===== src/rtl/dlx_mem_access.sv =====
// dlx_mem_access: memory-access stage after the ALU.
// Routes arithmetic results to writeback, runs req/ack data memory cycles.
module dlx_mem_access #(
    parameter int         TIMEOUT   = 16,
    parameter logic [2:0] SEL_ARITH = 3'b001,
    parameter logic [2:0] SEL_LOAD  = 3'b101,
    parameter logic [2:0] SEL_STORE = 3'b110
) (
    input  logic        clk2,
    input  logic        rst2,
    input  logic        in_valid,
    output logic        in_ready,
    input  logic [2:0]  alusel,
    input  logic [2:0]  aluop,
    input  logic [31:0] alu_result,
    input  logic        carry_in,
    input  logic [31:0] store_data,
    input  logic [4:0]  rd,
    output logic        dmem_req,
    output logic        dmem_we,
    output logic [31:0] dmem_addr,
    output logic [31:0] dmem_wdata,
    output logic [3:0]  dmem_be,
    input  logic        dmem_ack,
    input  logic [31:0] dmem_rdata,
    output logic        wb_en,
    output logic [4:0]  wb_rd,
    output logic [31:0] wb_data,
    output logic        carry_flag,
    output logic        ld_valid,
    output logic [31:0] ld_data,
    output logic [4:0]  ld_rd,
    output logic        err_misalign,
    output logic        err_timeout
);

    localparam int CW = $clog2(TIMEOUT + 1);
    localparam logic [CW-1:0] LAST = CW'(TIMEOUT - 1);

    typedef enum logic {IDLE, ACCESS} state_t;

    state_t        state, state_nxt;
    logic [CW-1:0] cnt;
    logic [4:0]    acc_rd;
    logic          accept, is_mem, misalign, start_acc, acc_end;
    logic          is_byte, is_half;
    logic [3:0]    be_nxt;
    logic [31:0]   wdata_nxt;

    assign accept    = in_valid && in_ready;
    assign is_mem    = (alusel == SEL_LOAD) || (alusel == SEL_STORE);
    assign start_acc = accept && is_mem && !misalign;
    assign acc_end   = dmem_ack || (cnt == LAST);

    // Decode access size from the ALU size code.
    always_comb begin
        is_byte = 1'b0;
        is_half = 1'b0;
        case (aluop)
            3'b000, 3'b100: is_byte = 1'b1;
            3'b001, 3'b101: is_half = 1'b1;
            default: ;
        endcase
    end

    // Alignment check: halves need bit0 clear, words need bits[1:0] clear.
    always_comb begin
        misalign = 1'b0;
        unique case (1'b1)
            is_byte: misalign = 1'b0;
            is_half: misalign = alu_result[0];
            default: misalign = |alu_result[1:0];
        endcase
    end

    // Little-endian lane placement; loads always fetch the full word.
    always_comb begin
        be_nxt    = 4'b1111;
        wdata_nxt = store_data;
        if (alusel == SEL_STORE) begin
            unique case (1'b1)
                is_byte: begin
                    be_nxt    = 4'b0001 << alu_result[1:0];
                    wdata_nxt = {4{store_data[7:0]}};
                end
                is_half: begin
                    be_nxt    = alu_result[1] ? 4'b1100 : 4'b0011;
                    wdata_nxt = {2{store_data[15:0]}};
                end
                default: ;
            endcase
        end
    end

    // State register.
    always_ff @(posedge clk2 or posedge rst2) begin
        if (rst2) state <= IDLE;
        else      state <= state_nxt;
    end

    // Next state and handshake outputs.
    always_comb begin
        state_nxt = state;
        in_ready  = 1'b0;
        dmem_req  = 1'b0;
        unique case (state)
            IDLE: begin
                in_ready = 1'b1;
                if (start_acc) state_nxt = ACCESS;
            end
            ACCESS: begin
                dmem_req = 1'b1;
                if (acc_end) state_nxt = IDLE;
            end
            default: state_nxt = IDLE;
        endcase
    end

    // Datapath registers, pulse outputs and access counter.
    always_ff @(posedge clk2 or posedge rst2) begin
        if (rst2) begin
            cnt          <= '0;
            acc_rd       <= '0;
            dmem_we      <= 1'b0;
            dmem_addr    <= '0;
            dmem_wdata   <= '0;
            dmem_be      <= '0;
            wb_en        <= 1'b0;
            wb_rd        <= '0;
            wb_data      <= '0;
            carry_flag   <= 1'b0;
            ld_valid     <= 1'b0;
            ld_data      <= '0;
            ld_rd        <= '0;
            err_misalign <= 1'b0;
            err_timeout  <= 1'b0;
        end else begin
            wb_en        <= 1'b0;
            ld_valid     <= 1'b0;
            err_misalign <= 1'b0;
            err_timeout  <= 1'b0;
            if (accept && alusel == SEL_ARITH) begin
                wb_en      <= (rd != 5'd0);
                wb_rd      <= rd;
                wb_data    <= alu_result;
                carry_flag <= carry_in;
            end
            if (accept && is_mem && misalign) err_misalign <= 1'b1;
            if (start_acc) begin
                dmem_we    <= (alusel == SEL_STORE);
                dmem_addr  <= {alu_result[31:2], 2'b00};
                dmem_wdata <= wdata_nxt;
                dmem_be    <= be_nxt;
                acc_rd     <= rd;
                cnt        <= '0;
            end
            if (state == ACCESS) begin
                if (dmem_ack) begin
                    if (!dmem_we) begin
                        ld_valid <= 1'b1;
                        ld_data  <= dmem_rdata;
                        ld_rd    <= acc_rd;
                    end
                end else if (cnt == LAST) begin
                    err_timeout <= 1'b1;
                end else begin
                    cnt <= cnt + CW'(1);
                end
            end
        end
    end

endmodule


===== config.mk =====
export PLATFORM = sky130hd
export DESIGN_NAME = dlx_mem_access
export DESIGN_NICKNAME = d
export VERILOG_FILES = /design/src/rtl/dlx_mem_access.sv
export SDC_FILE = /design/constraint.sdc
export NUM_CORES = 1
export LEC_CHECK = 0
export BUFFER_PORTS_ARGS = -buffer_cell sky130_fd_sc_hd__buf_2
export CAP_MARGIN = 5
export CELL_PAD_IN_SITES_DETAIL_PLACEMENT = 0
export CELL_PAD_IN_SITES_GLOBAL_PLACEMENT = 1
export CORE_ASPECT_RATIO = 0.8
export CORE_UTILIZATION = 33
export DETAILED_ROUTE_END_ITERATION = 7
export MAX_ROUTING_LAYER = met4
export PLACE_DENSITY_LB_ADDON = 0.1
export SYNTH_ARGS = -nofsm -noshare
export SYNTH_HDL_FRONTEND = slang
export SYNTH_SLANG_ARGS = --single-unit

===== constraint.sdc =====
create_clock -name clk2 -period 4.5 [get_ports clk2]
set_input_delay 0.225 -clock clk2 [delete_from_list [all_inputs] [get_ports clk2]]
set_output_delay 0.225 -clock clk2 [all_outputs]
set_load 0.005 [all_outputs]

==> Yosys cells after proc, flatten, opt, wreduce, memory -nomap -nowiden <==
Cells that the tools add are included.
{ "totals": {"register_bits": 157, "input_bits": 112, "out_inout_bits": 150, "elab_cells": 66} }
{ "classes": {"add_sub_neg": 1, "n_eq_ne": 7, "shifts": 1, "n_mux": 25, "bitwise_logic": 2, "n_reduce_logical": 14} }
{ "op_table": {"columns": ["op", "count"], "rows": [
  ["32-bit case mux with 2 select lines", 1],
  ["32-bit 2-to-1 mux", 1],
  ["5-bit 2-to-1 mux", 4],
  ["1-bit 2-to-1 mux", 14],
  ["3-bit equality test (second input constant)", 4],
  ["4-bit 2-to-1 mux", 2],
  ["4-bit case mux with 2 select lines", 1],
  ["3-bit by 1-bit equality test with 1-bit output (second input constant)", 2],
  ["2-bit OR reduction", 3],
  ["5-bit by 1-bit adder with 5-bit output (second input constant)", 1],
  ["5-bit by 4-bit equality test with 1-bit output (second input constant)", 1],
  ["1-bit logical AND", 5],
  ["5-bit nonzero test", 1],
  ["1-bit case mux with 2 select lines", 2],
  ["1-bit by 2-bit left shift with 4-bit output (first input constant)", 1],
  ["3-bit logical NOT", 1],
  ["3-bit AND reduction", 1],
  ["1-bit logical OR", 2],
  ["1-bit inverter", 2],
  ["1-bit logical NOT", 1]
]} }

==> Depth between registers and ports, before layout <==
Gate-level depths: netlist (run 1).
{ "logic_depth": {"word_depth": 10, "depth_mapped": 6, "ltp_nobuf": 5} }

==> Worst setup path after synthesis (run 1) <==
Ideal clock, no wire load.
{ "synth_path": {"path_type": "register to register", "from": "register state", "to": "register wb_data[0]", "setup_ns": 0.125, "t_arrival_ns": 1.468, "required_time_ns": 4.375, "path_slack_ns": 2.907, "path_stages_with_launch": 6, "n_path_buf": 2, "synth_period_minus_slack_ns": 1.593, "path_cell_list": "dfrtp_1 > inv_1 > and4_1 > buf_2 > buf_2 > mux2_2"} }
{ "synth_via": {"elab_chain_cells": 3} }
{ "synth_lines": {"columns": ["element", "line", "source"], "rows": [
  ["start, declared", "42", "state_t state, state_nxt;"],
  ["start signal, assigned", "98", "else state <= state_nxt;"],
  ["1-bit 2-to-1 mux", "106", "unique case (state)"],
  ["via in_ready", "12", "output logic in_ready,"],
  ["1-bit logical AND", "50", "assign accept = in_valid && in_ready;"],
  ["1-bit logical AND", "142", "if (accept && alusel == SEL_ARITH) begin"],
  ["end signal, assigned", "145", "wb_data <= alu_result;"],
  ["end, declared", "28", "output logic [31:0] wb_data,"]
]} }
The timed path passes the listed nets, and every way through them passes these cells.
A chain may end at the register's enable or synchronous reset.

==> Final worst setup path (run 1) <==
{ "layout_path": {"from": "register state", "to": "register dmem_be[1]"} }
{ "layout_via": {"elab_chain_cells": 4} }
{ "layout_lines": {"columns": ["element", "line", "source"], "rows": [
  ["1-bit 2-to-1 mux", "106", null],
  ["1-bit logical AND", "50", null],
  ["1-bit logical AND (2 in a row)", "52", "assign start_acc = accept && is_mem && !misalign;"],
  ["end signal, assigned", "153", "dmem_be <= be_nxt;"],
  ["end, declared", "23", "output logic [3:0] dmem_be,"]
]} }
No other way between the ends.

==> results_tabular.tex, run 1 <==
\begin{tabular}{lr}
\hline
Metric & Value \\
\hline
\multicolumn{2}{l}{\textbf{Run status}} \\
\quad Result of the run & complete, no violations \\
\multicolumn{2}{l}{\textbf{Synthesis}} \\
\quad Cells after synthesis & approximately 520 \\
\quad Sequential fraction of the synthesis area & 0.6296 \\
\quad Most used flip-flop cell after synthesis & sky130\_fd\_sc\_hd\_\_dfrtp\_1 \\
\quad Top cells by count, synth & sky130\_fd\_sc\_hd\_\_dfrtp\_1 (157), sky130\_fd\_sc\_hd\_\_nand2\_1 (144), sky130\_fd\_sc\_hd\_\_mux2\_2 (83) \\
\quad Post-Synthesis Mean Instance Area & around 12 µm² \\
\quad EDFF count, synth & 0 \\
\quad XOR/XNOR share of the synthesized area & 0.001404 \\
\quad YS warnings & 0 \\
\quad Synth area leaders & sky130\_fd\_sc\_hd\_\_dfrtp\_1 (63\%), sky130\_fd\_sc\_hd\_\_mux2\_2 (15\%), sky130\_fd\_sc\_hd\_\_nand2\_1 (8.7\%) \\
\quad Synth Area in Adders & 0.002005 \\
\quad Syn Std Cell Area & just over 6000 µm² \\
\quad Portion of netlist area occupied by mux cells & 0.1642 \\
\quad Number of distinct library cell variants in the gate-level netlist after synthesis & 36 \\
\quad Yosys top cell by area & sky130\_fd\_sc\_hd\_\_dfrtp\_1 \\
\quad Number of synthesized register bits & approximately 160 \\
\quad Fraction of the mapped netlist area in compound gates & 0.05053 \\
\quad Simple-Gate Fraction of Synth Area & 0.1251 \\
\quad Area share of the leading cell type in the synthesized netlist & 0.6296 \\
\quad Proportion of register bits with asynchronous set or reset after synthesis & 1.000 \\
\quad Combinational family with the most area after synthesis & multiplexers \\
\quad Cell with the most instances after synthesis & sky130\_fd\_sc\_hd\_\_dfrtp\_1 \\
\multicolumn{2}{l}{\textbf{Floorplan}} \\
\quad Die Height & around 120 µm \\
\quad Area of the core & approximately 18000 µm² \\
\quad Die X & 155.7 µm \\
\quad Standard-cell rows & between 40 and 50 \\
\quad Initial core utilization & 0.3404 \\
\quad I/O pin count & 262 \\
\quad Area of the die & between 15000 and 20000 µm² \\
\multicolumn{2}{l}{\textbf{STA}} \\
\quad Slew of the pin with the lowest slew margin & 1135 ps \\
\quad Minimum setup slack in the final design & just under 2000 ps \\
\quad Number of setup violations in the final report & 0 \\
\quad Final period util & 0.5584 \\
\quad Maximum clock skew at final layout & 8.854 ps \\
\quad Setup TNS Final & 0 ps \\
\quad Smallest hold slack & 8.326 ps \\
\quad Max\_slew headroom & 0.2426 \\
\quad RSZ-0062 raised after global routing & false \\
\quad Final Max Slew Viols & 0 \\
\quad Final critical path time including I/O delays and setup & 2513 ps \\
\quad Fmax achieved & around 400 MHz \\
\quad Total count of hold-check failures in the final report & 0 \\
\multicolumn{2}{l}{\textbf{Final layout}} \\
\quad Layout cells sized above 1 & 0.4688 \\
\quad Syn-to-layout area delta & 38.66\% \\
\quad Core Util, Final & 0.4719 \\
\quad Number of standard cells in the layout, taps in and fillers out & 1071 \\
\quad Nets & slightly above 900 \\
\multicolumn{2}{l}{\textbf{Power}} \\
\quad Clock network power share & 0.339 \\
\quad Leakage & roughly 0.0045 µW \\
\quad Internal power component & $\sim$3200 µW \\
\quad Combinational group share of total power & 0.218 \\
\quad Flop pwr share & 0.443 \\
\quad Power Density & roughly 520 nW/µm² \\
\quad Fraction of power spent switching nets & 0.2773 \\
\quad Switching power & between 1000 and 1500 µW \\
\quad Peak ir drop on the vdd network & around 0.24 mV \\
\multicolumn{2}{l}{\textbf{Critical path}} \\
\quad Delay of the slowest cell on the worst path & between 600 and 700 ps \\
\quad Top fanout value on the critical path & 65 \\
\quad Endpoint of the worst setup timing path & dmem\_be[1] \\
\quad Kind of cell adding the most delay to the critical path & simple AND/OR/NAND/NOR gates \\
\quad Buf+Inv Stages, Crit Path & 1 \\
\quad R2r setup slk & roughly 2000 ps \\
\quad Worst flop-to-flop path endpoint & dmem\_be[1] \\
\quad Series of cell instances along the critical path & and3b\_1 -> nand4\_4 -> buf\_4 -> mux2\_2 \\
\quad Cell count along the critical path & 4 \\
\quad Critical Path Start Type & register \\
\quad CP Capture Type & register \\
\quad Data arrival time of the critical path & between 2000 and 3000 ps \\
\quad Count of cells along the worst register-to-register path & 4 \\
\quad Crit. Startpoint & state \\
\quad Reg2reg start & state \\
\quad Type of the setup path with the least slack & register to register \\
\quad Cell with the biggest individual delay on the critical path & sky130\_fd\_sc\_hd\_\_nand4\_4 \\
\quad Critical path data required time & around 4800 ps \\
\multicolumn{2}{l}{\textbf{Clock tree}} \\
\quad Clk\_lat worst skew & 420 ps \\
\quad Clock tree from TritonCTS & done \\
\quad Clk buf depth & 2 \\
\quad CTS Sinks & about 160 \\
\quad Clock Pin Slew Worst Setup and Hold Paths & around 60 ps \\
\quad Clock buffer count from CTS & 17 \\
\quad H-Tree Level Count & 4 \\
\quad Clock root cell & sky130\_fd\_sc\_hd\_\_clkbuf\_16 \\
\quad Post-cts gate resize count & 0 \\
\multicolumn{2}{l}{\textbf{Drt}} \\
\quad Ratio of routed vias to standard cells & about 4.5 \\
\quad Post-route DRC violation count & 0 \\
\quad Detail Route Antenna Nets & 0 \\
\quad Via count & slightly below 5000 \\
\quad Total Wirelength & about 17000 µm \\
\quad First-pass DRT Iterations & 4 \\
\quad Routed length per placed instance & 15.61 µm \\
\quad DRC marker count from the first detailed-route iteration & roughly 270 \\
\multicolumn{2}{l}{\textbf{Run}} \\
\quad Maxcap violations & 0 \\
\multicolumn{2}{l}{\textbf{Global route}} \\
\quad Vias in the first global route & roughly 5000 \\
\quad Largest net degree at the start of global routing & 79 \\
\quad Global-route total usage across every layer & 0.1835 \\
\quad Global-route wire length before repair & 26650 µm \\
\quad Number of antenna violations at the first check in global routing & 1 \\
\quad Remaining Overflow, GRT & 0 \\
\multicolumn{2}{l}{\textbf{Worst hold path}} \\
\quad Class of the worst hold path & input pin to register \\
\multicolumn{2}{l}{\textbf{Placement}} \\
\quad Worst Setup Slack post-DPL & between 1500 and 2000 ps \\
\quad Number of port buffers & about 260 \\
\quad Final RePlAce weighted congestion & approximately 0.79 \\
\quad Post-Place Cells & a little over 1000 \\
\quad Sum of net half-perimeters after detailed placement & around 12000 µm \\
\hline
\end{tabular}
## cells by family (layout without fill, tap and decap cells)
kind of cell    Yosys count  after routing
compound gates           49             49
xor+xnor                  1              1
fa+ha+maj                 1              1
buf+inv                  34            326
flops                   157            157
mux                      92             92
other cells               1              3
simple gates            189            189
## power by group through the flow
stage / Clock, µW / Combinational (µW) / Sequential, µW
floorplan: 0 / 387 / 2040
detailed placement: 0 / 978 / 2010
finish: 1520 / 976 / 1980
CTS: 1560 / 998 / 1990
global route: 1610 / 1090 / 2050
global placement: 0 / 965 / 1990
## cells in the final DEF, fill, tap and decap left out, types with 7 or more instances in the layout
cell                            netlist  routed
sky130_fd_sc_hd__clkbuf_16            0      17
sky130_fd_sc_hd__nand2_1            144     144
sky130_fd_sc_hd__mux2_2              83      83
sky130_fd_sc_hd__o31ai_1             17      17
sky130_fd_sc_hd__dfrtp_1            157     157
sky130_fd_sc_hd__buf_2               12     258
sky130_fd_sc_hd__dlygate4sd3_1        0      26
sky130_fd_sc_hd__and2_1               7       7
sky130_fd_sc_hd__o21ai_0             15      15
sky130_fd_sc_hd__mux2i_1              9       9
sky130_fd_sc_hd__nor2_1              21      21
sky130_fd_sc_hd__a211oi_1             8       8
## per-layer routing
| metal | GRT usage | vias up | share of wire |
|---|---|---|---|
| met4 | 0.04671 | 0 | 0.0084 |
| met1 | 0.2352 | 2348 | 0.47 |
| met3 | 0.04333 | 10 | 0.054 |
| met5 | - | - | 0 |
| met2 | 0.2923 | 158 | 0.47 |
| li1 | - | 2321 | - |
## flip-flops by register name, summed over array words and instances, names as in the netlist, 4 cells and up
register,count
acc_rd,5
cnt,5
dmem_addr,30
dmem_be,4
dmem_wdata,32
ld_data,32
ld_rd,5
wb_data,32
wb_rd,5
## stage by stage
stage	cell area (µm²)	total power (µW)
floorplan	6243	2428
global placement	7757	2958
detailed placement	7757	2988
CTS	8650	4545
global route	8652	4751
finish	8652	4481
## what timing repair did
item,in CTS,in global routing
hold endpoints to repair,101,0
setup buffers,0,0
hold buffers,26,0
## worst register-to-register path: stages (launching register included)
cell and delay [ps]:
sky130_fd_sc_hd__dfrtp_1 430, sky130_fd_sc_hd__and3b_1 300, sky130_fd_sc_hd__nand4_4 670, sky130_fd_sc_hd__buf_4 610, sky130_fd_sc_hd__mux2_2 390
## worst min path at each step
stage                    from     endpoint  slack, ps  depth (start not counted)
2_1_floorplan       alusel[0]      dmem_we        320                          1
3_3_place_gp             rst2  ld_data[13]        400                          2
3_5_place_dp             rst2  ld_data[13]        410                          2
4_1_cts        dmem_rdata[31]  ld_data[31]        0.1                          3
5_1_grt        dmem_rdata[28]  ld_data[28]         20                          3
6_report       dmem_rdata[28]  ld_data[28]          8                          3
## layout make-up
type / count / area [µm²]
clock buffer: 19 / 452.9
antenna: 1 / 2.502
timing repair buffer: 289 / 1589
fill: 1745 / 9681
multi-input combinational: 334 / 2160
tap: 253 / 316.6
sequential: 157 / 3929
clock inverter: 13 / 178.9
inverter: 5 / 23.77
Power figures use the tool's default switching activity.
==> inputs of run 2 (changes only) <==
--- a/config.mk
+++ b/config.mk
@@ -5,12 +5,13 @@
 export SDC_FILE = /design/constraint.sdc
 export NUM_CORES = 1
 export LEC_CHECK = 0
+export ABC_AREA = 1
 export BUFFER_PORTS_ARGS = -buffer_cell sky130_fd_sc_hd__buf_2
 export CAP_MARGIN = 5
 export CELL_PAD_IN_SITES_DETAIL_PLACEMENT = 0
 export CELL_PAD_IN_SITES_GLOBAL_PLACEMENT = 1
 export CORE_ASPECT_RATIO = 0.8
-export CORE_UTILIZATION = 33
+export CORE_UTILIZATION = 31
 export DETAILED_ROUTE_END_ITERATION = 7
 export MAX_ROUTING_LAYER = met4
 export PLACE_DENSITY_LB_ADDON = 0.1
==> constraint.sdc (replaced) <==
create_clock -name clk2 -period 2.2 [get_ports clk2]
set_input_delay 0.11 -clock clk2 [delete_from_list [all_inputs] [get_ports clk2]]
set_output_delay 0.11 -clock clk2 [all_outputs]
set_load 0.005 [all_outputs]
==> run 2 against run 1 <==
Net effect:
- die area up 11%
- combinational power up 98%
- synthesized cell count up 45%
- sequential cell count unchanged
- global-route usage down 0.20 points
- final cell count up 30%
- fmax up 41%
- first-iteration DRC count up 30%
- total power up 97%
- clock power up 97%
- sequential power up 98%
- critical path type unchanged
- largest cell class unchanged
==> results_tabular.tex, run 2 <==
\begin{tabular}{lr}
\hline
Metric & Value \\
\hline
\multicolumn{2}{l}{\textbf{Placement}} \\
\quad Post-Place Cells & 1258 (+24\%) \\
\quad Final RePlAce weighted congestion & 0.7566 (-4.7\%) \\
\quad Number of port buffers & 258 (unchanged) \\
\quad Sum of net half-perimeters after detailed placement & 12160 µm (+4.0\%) \\
\multicolumn{2}{l}{\textbf{Power}} \\
\quad Leakage & 0.005472 µW (+22\%) \\
\quad Peak ir drop on the vdd network & 0.4500 mV (+87\%) \\
\quad Power Density & 916.1 nW/µm² (+77\%) \\
\multicolumn{2}{l}{\textbf{Floorplan}} \\
\quad Initial core utilization & 0.3158 (-0.02461) \\
\quad Standard-cell rows & 47 (+6.8\%) \\
\quad Die Height & 131.7 µm (+5.4\%) \\
\quad I/O pin count & 262 (unchanged) \\
\quad Die X & 164.1 µm (+5.4\%) \\
\quad Area of the core & 20640 µm² (+13\%) \\
\quad Area of the die & 21610 µm² (+11\%) \\
\multicolumn{2}{l}{\textbf{Critical path}} \\
\quad Worst flop-to-flop path endpoint & dmem\_wdata[16] \\
\quad Type of the setup path with the least slack & register to register \\
\quad Count of cells along the worst register-to-register path & 7 (+3) \\
\quad Critical path data required time & 2510 ps (-2290 ps) \\
\quad Reg2reg start & state \\
\quad Series of cell instances along the critical path & inv\_2 -> nand2\_1 -> nor2\_2 -> nand3\_4 -> buf\_4 -> nand2\_1 -> nand2\_1 \\
\quad Delay of the slowest cell on the worst path & 390 ps (-280 ps) \\
\quad Kind of cell adding the most delay to the critical path & simple AND/OR/NAND/NOR gates \\
\quad Top fanout value on the critical path & 31 (-52\%) \\
\quad Data arrival time of the critical path & 2100 ps (-710 ps) \\
\quad Critical Path Start Type & register \\
\quad CP Capture Type & register \\
\quad R2r setup slk & 420 ps (-1570 ps) \\
\quad Critical path's most frequent cell & sky130\_fd\_sc\_hd\_\_nand2\_1 \\
\quad Cell with the biggest individual delay on the critical path & sky130\_fd\_sc\_hd\_\_dfrtp\_1 \\
\quad Buf+Inv Stages, Crit Path & 2 (+1) \\
\multicolumn{2}{l}{\textbf{Global route}} \\
\quad GR Util met3 & 0.04703 (+0.003705) \\
\quad Global-route wire length before repair & 29740 µm (+12\%) \\
\quad Number of antenna violations at the first check in global routing & 0 (-1) \\
\quad GRT busiest layer & met2 \\
\quad Met1 track utilization from global routing & 0.2485 (+0.01329) \\
\quad Remaining Overflow, GRT & 0 (unchanged) \\
\quad Vias in the first global route & 5722 (+15\%) \\
\quad Largest net degree at the start of global routing & 93 (+18\%) \\
\quad Met2 usage in global routing & 0.2635 (-0.02879) \\
\quad Global-route total usage across every layer & 0.1815 (-0.001951) \\
\multicolumn{2}{l}{\textbf{Clock tree}} \\
\quad H-Tree Level Count & 4 (unchanged) \\
\quad Clk buf depth & 2 (unchanged) \\
\quad Clock Pin Slew Worst Setup and Hold Paths & 60 ps (about the same) \\
\quad CTS Sinks & 157 (unchanged) \\
\quad Clock tree from TritonCTS & done \\
\quad Clock buffer count from CTS & 17 (unchanged) \\
\quad Clk\_lat worst skew & 430 ps (about the same) \\
\quad Post-cts gate resize count & 0 (unchanged) \\
\quad Clock root cell & sky130\_fd\_sc\_hd\_\_clkbuf\_16 \\
\multicolumn{2}{l}{\textbf{STA}} \\
\quad Maximum clock skew at final layout & 9.772 ps (+0.9176 ps) \\
\quad Max\_slew headroom & 0.6494 (+0.4069) \\
\quad RSZ-0062 raised after global routing & false \\
\quad Final Max Slew Viols & 0 (unchanged) \\
\quad Number of setup violations in the final report & 0 (unchanged) \\
\quad Final period util & 0.8102 (+0.2519) \\
\quad Total count of hold-check failures in the final report & 0 (unchanged) \\
\quad Fmax achieved & 561.0 MHz (+41\%) \\
\quad Setup TNS Final & 0 ps (unchanged) \\
\quad Slew of the pin with the lowest slew margin & 523.9 ps (-611.0 ps) \\
\quad Final critical path time including I/O delays and setup & 1783 ps (-730.2 ps) \\
\multicolumn{2}{l}{\textbf{Synthesis}} \\
\quad Cells after synthesis & 758 (+45\%) \\
\quad Number of distinct library cell variants in the gate-level netlist after synthesis & 25 (-31\%) \\
\quad Syn Std Cell Area & 6518 µm² (+4.5\%) \\
\quad Cell with the most instances after synthesis & sky130\_fd\_sc\_hd\_\_nand2\_1 \\
\quad Post-Synthesis Mean Instance Area & 8.598 µm² (-28\%) \\
\quad Number of synthesized register bits & 157 (unchanged) \\
\quad Proportion of register bits with asynchronous set or reset after synthesis & 1.000 (unchanged) \\
\quad EDFF count, synth & 0 (unchanged) \\
\quad Top cells by count, synth & sky130\_fd\_sc\_hd\_\_nand2\_1 (386), sky130\_fd\_sc\_hd\_\_dfrtp\_1 (157), sky130\_fd\_sc\_hd\_\_inv\_1 (46) \\
\quad Synth area leaders & sky130\_fd\_sc\_hd\_\_dfrtp\_1 (60\%), sky130\_fd\_sc\_hd\_\_nand2\_1 (22\%), sky130\_fd\_sc\_hd\_\_o21ai\_1 (3.1\%) \\
\quad Area share of the leading cell type in the synthesized netlist & 0.6028 (-0.02683) \\
\quad Most used flip-flop cell after synthesis & sky130\_fd\_sc\_hd\_\_dfrtp\_1 \\
\quad YS warnings & 0 (unchanged) \\
\quad Yosys top cell by area & sky130\_fd\_sc\_hd\_\_dfrtp\_1 \\
\quad Sequential fraction of the synthesis area & 0.6028 (-0.02683) \\
\multicolumn{2}{l}{\textbf{Run status}} \\
\quad Result of the run & complete, no violations \\
\multicolumn{2}{l}{\textbf{Final layout}} \\
\quad Number of standard cells in the layout, taps in and fillers out & 1394 (+30\%) \\
\quad Syn-to-layout area delta & 48.15\% \\
\quad Commonest cells after routing, fill and taps aside & sky130\_fd\_sc\_hd\_\_nand2\_1 (386), sky130\_fd\_sc\_hd\_\_buf\_2 (258), sky130\_fd\_sc\_hd\_\_dfrtp\_1 (157), sky130\_fd\_sc\_hd\_\_dlygate4sd3\_1 (104), sky130\_fd\_sc\_hd\_\_inv\_1 (45) \\
\quad Total area of sequential cells & 3929 µm² (unchanged) \\
\quad Layout cells sized above 1 & 0.2800 (-0.1888) \\
\quad Nets & 1225 (+34\%) \\
\quad Diode count & 0 (-1) \\
\quad Area of the multi-input gates & 2133 µm² (-1.2\%) \\
\quad Number of fillers in the final layout & 2105 (+21\%) \\
\quad Most common cell after layout, fill and taps aside & sky130\_fd\_sc\_hd\_\_nand2\_1 \\
\quad Largest registers & dmem\_wdata (32), ld\_data (32), wb\_data (32) \\
\multicolumn{2}{l}{\textbf{Worst hold path}} \\
\quad Hold path depth & 4 (+1) \\
\quad Class of the worst hold path & input pin to register \\
\quad Min-Delay Endpoint & dmem\_be[1] \\
\quad Critical hold path startpoint & alu\_result[1] \\
\multicolumn{2}{l}{\textbf{Run}} \\
\quad Maxcap violations & 0 (unchanged) \\
\multicolumn{2}{l}{\textbf{Drt}} \\
\quad Post-route DRC violation count & 0 (unchanged) \\
\quad Routed length per placed instance & 13.23 µm (-15\%) \\
\quad Detail Route Antenna Nets & 0 (unchanged) \\
\quad Via count & 5885 (+22\%) \\
\quad Total Wirelength & 18450 µm (+10\%) \\
\quad Ratio of routed vias to standard cells & 4.222 (-6.5\%) \\
\quad First-pass DRT Iterations & 4 (unchanged) \\
\quad DRC marker count from the first detailed-route iteration & 351 (+30\%) \\
\hline
\end{tabular}
==> run 2: cell types whose count changed in the layout (fill, tap and decap cells not counted), moves of 7 or more <==
cell and delta:
sky130_fd_sc_hd__nand2_1 +242, sky130_fd_sc_hd__mux2_2 -83, sky130_fd_sc_hd__dlygate4sd3_1 +78, sky130_fd_sc_hd__inv_1 +42
sky130_fd_sc_hd__o21ai_1 +39, sky130_fd_sc_hd__o21ai_0 +22, sky130_fd_sc_hd__nand3_1 +20, sky130_fd_sc_hd__o31ai_1 -17
sky130_fd_sc_hd__nor2_1 -13, sky130_fd_sc_hd__mux2i_1 -9, sky130_fd_sc_hd__a211oi_1 -8, sky130_fd_sc_hd__and2_1 -7
==> run 2: report_power, final <==
group | total, µW | switching, µW | internal [µW]
registers | 3920 | 341 | 3580
logic | 1930 | 956 | 971
clock network | 3000 | 1270 | 1730
==> run 2: cell families after synthesis <==
group / Yosys count / synth area share
AND/OR/NAND/NOR: 431 / 0.2609
other: 1 / 0.0005754
flip-flops: 157 / 0.6028
XOR/XNOR: 1 / 0.001344
adder cells (fa/ha/maj): 1 / 0.001919
buffers and inverters: 88 / 0.07161
AO/OA/AOI/OAI: 79 / 0.06086
==> run 2: timing repair <==
action,CTS,global route
endpoints found under the hold margin,200,0
buffers inserted,0,0
hold buffers,104,0
==> run 2: routing by layer <==
layer,vias to the layer above,wire (µm),share of wire
met2,167,7941,0.43
met4,0,229,0.012
li1,3036,-,-
met5,-,0,0
met1,2667,9197,0.50
met3,15,1080,0.059
==> run 2: worst max-delay path by stage <==
stage | cells past startpoint | to | slack (ps) | from
floorplan | 1 | acc_rd[0] | 100 | rst2
global placement | 7 | dmem_wdata[6] | 450 | state
detailed placement | 6 | dmem_addr[21] | 410 | state
CTS | 6 | dmem_addr[21] | 380 | state
global route | 7 | dmem_be[3] | 260 | state
finish | 7 | dmem_wdata[16] | 420 | state
==> run 2: layout make-up <==
type / instances / share of cell area
Timing Repair Buffer: 372 / 0.2558
Clock buffer: 19 / 0.04587
Multi-Input combinational cell: 514 / 0.2209
Inverter: 50 / 0.01983
Tap cell: 269 / 0.03486
Clock inverter: 13 / 0.01581
Sequential cell: 157 / 0.4069
==> run 2: per-stage QoR <==
stage | hold WS, ps | total power (µW) | setup slack, ps | cell area (µm²) | utilization
2_1_floorplan | 180.8 | 4778 | 103.1 | 6525 | -
3_3_place_gp | 57.59 | 5765 | 447.0 | 8019 | 0.3885
3_5_place_dp | 58.64 | 5784 | 413.8 | 8019 | 0.3885
4_1_cts | 5.483 | 9011 | 383.6 | 9656 | 0.4678
5_1_grt | 47.25 | 9427 | 257.7 | 9656 | 0.4678
6_report | 26.69 | 8845 | 417.5 | 9656 | 0.4678
==> run 2: worst min-delay path, cell delays in order <==
cell and delay (ps):
sky130_fd_sc_hd__buf_2 100, sky130_fd_sc_hd__o21ai_0 90, sky130_fd_sc_hd__nand2_1 70, sky130_fd_sc_hd__nand2_1 40
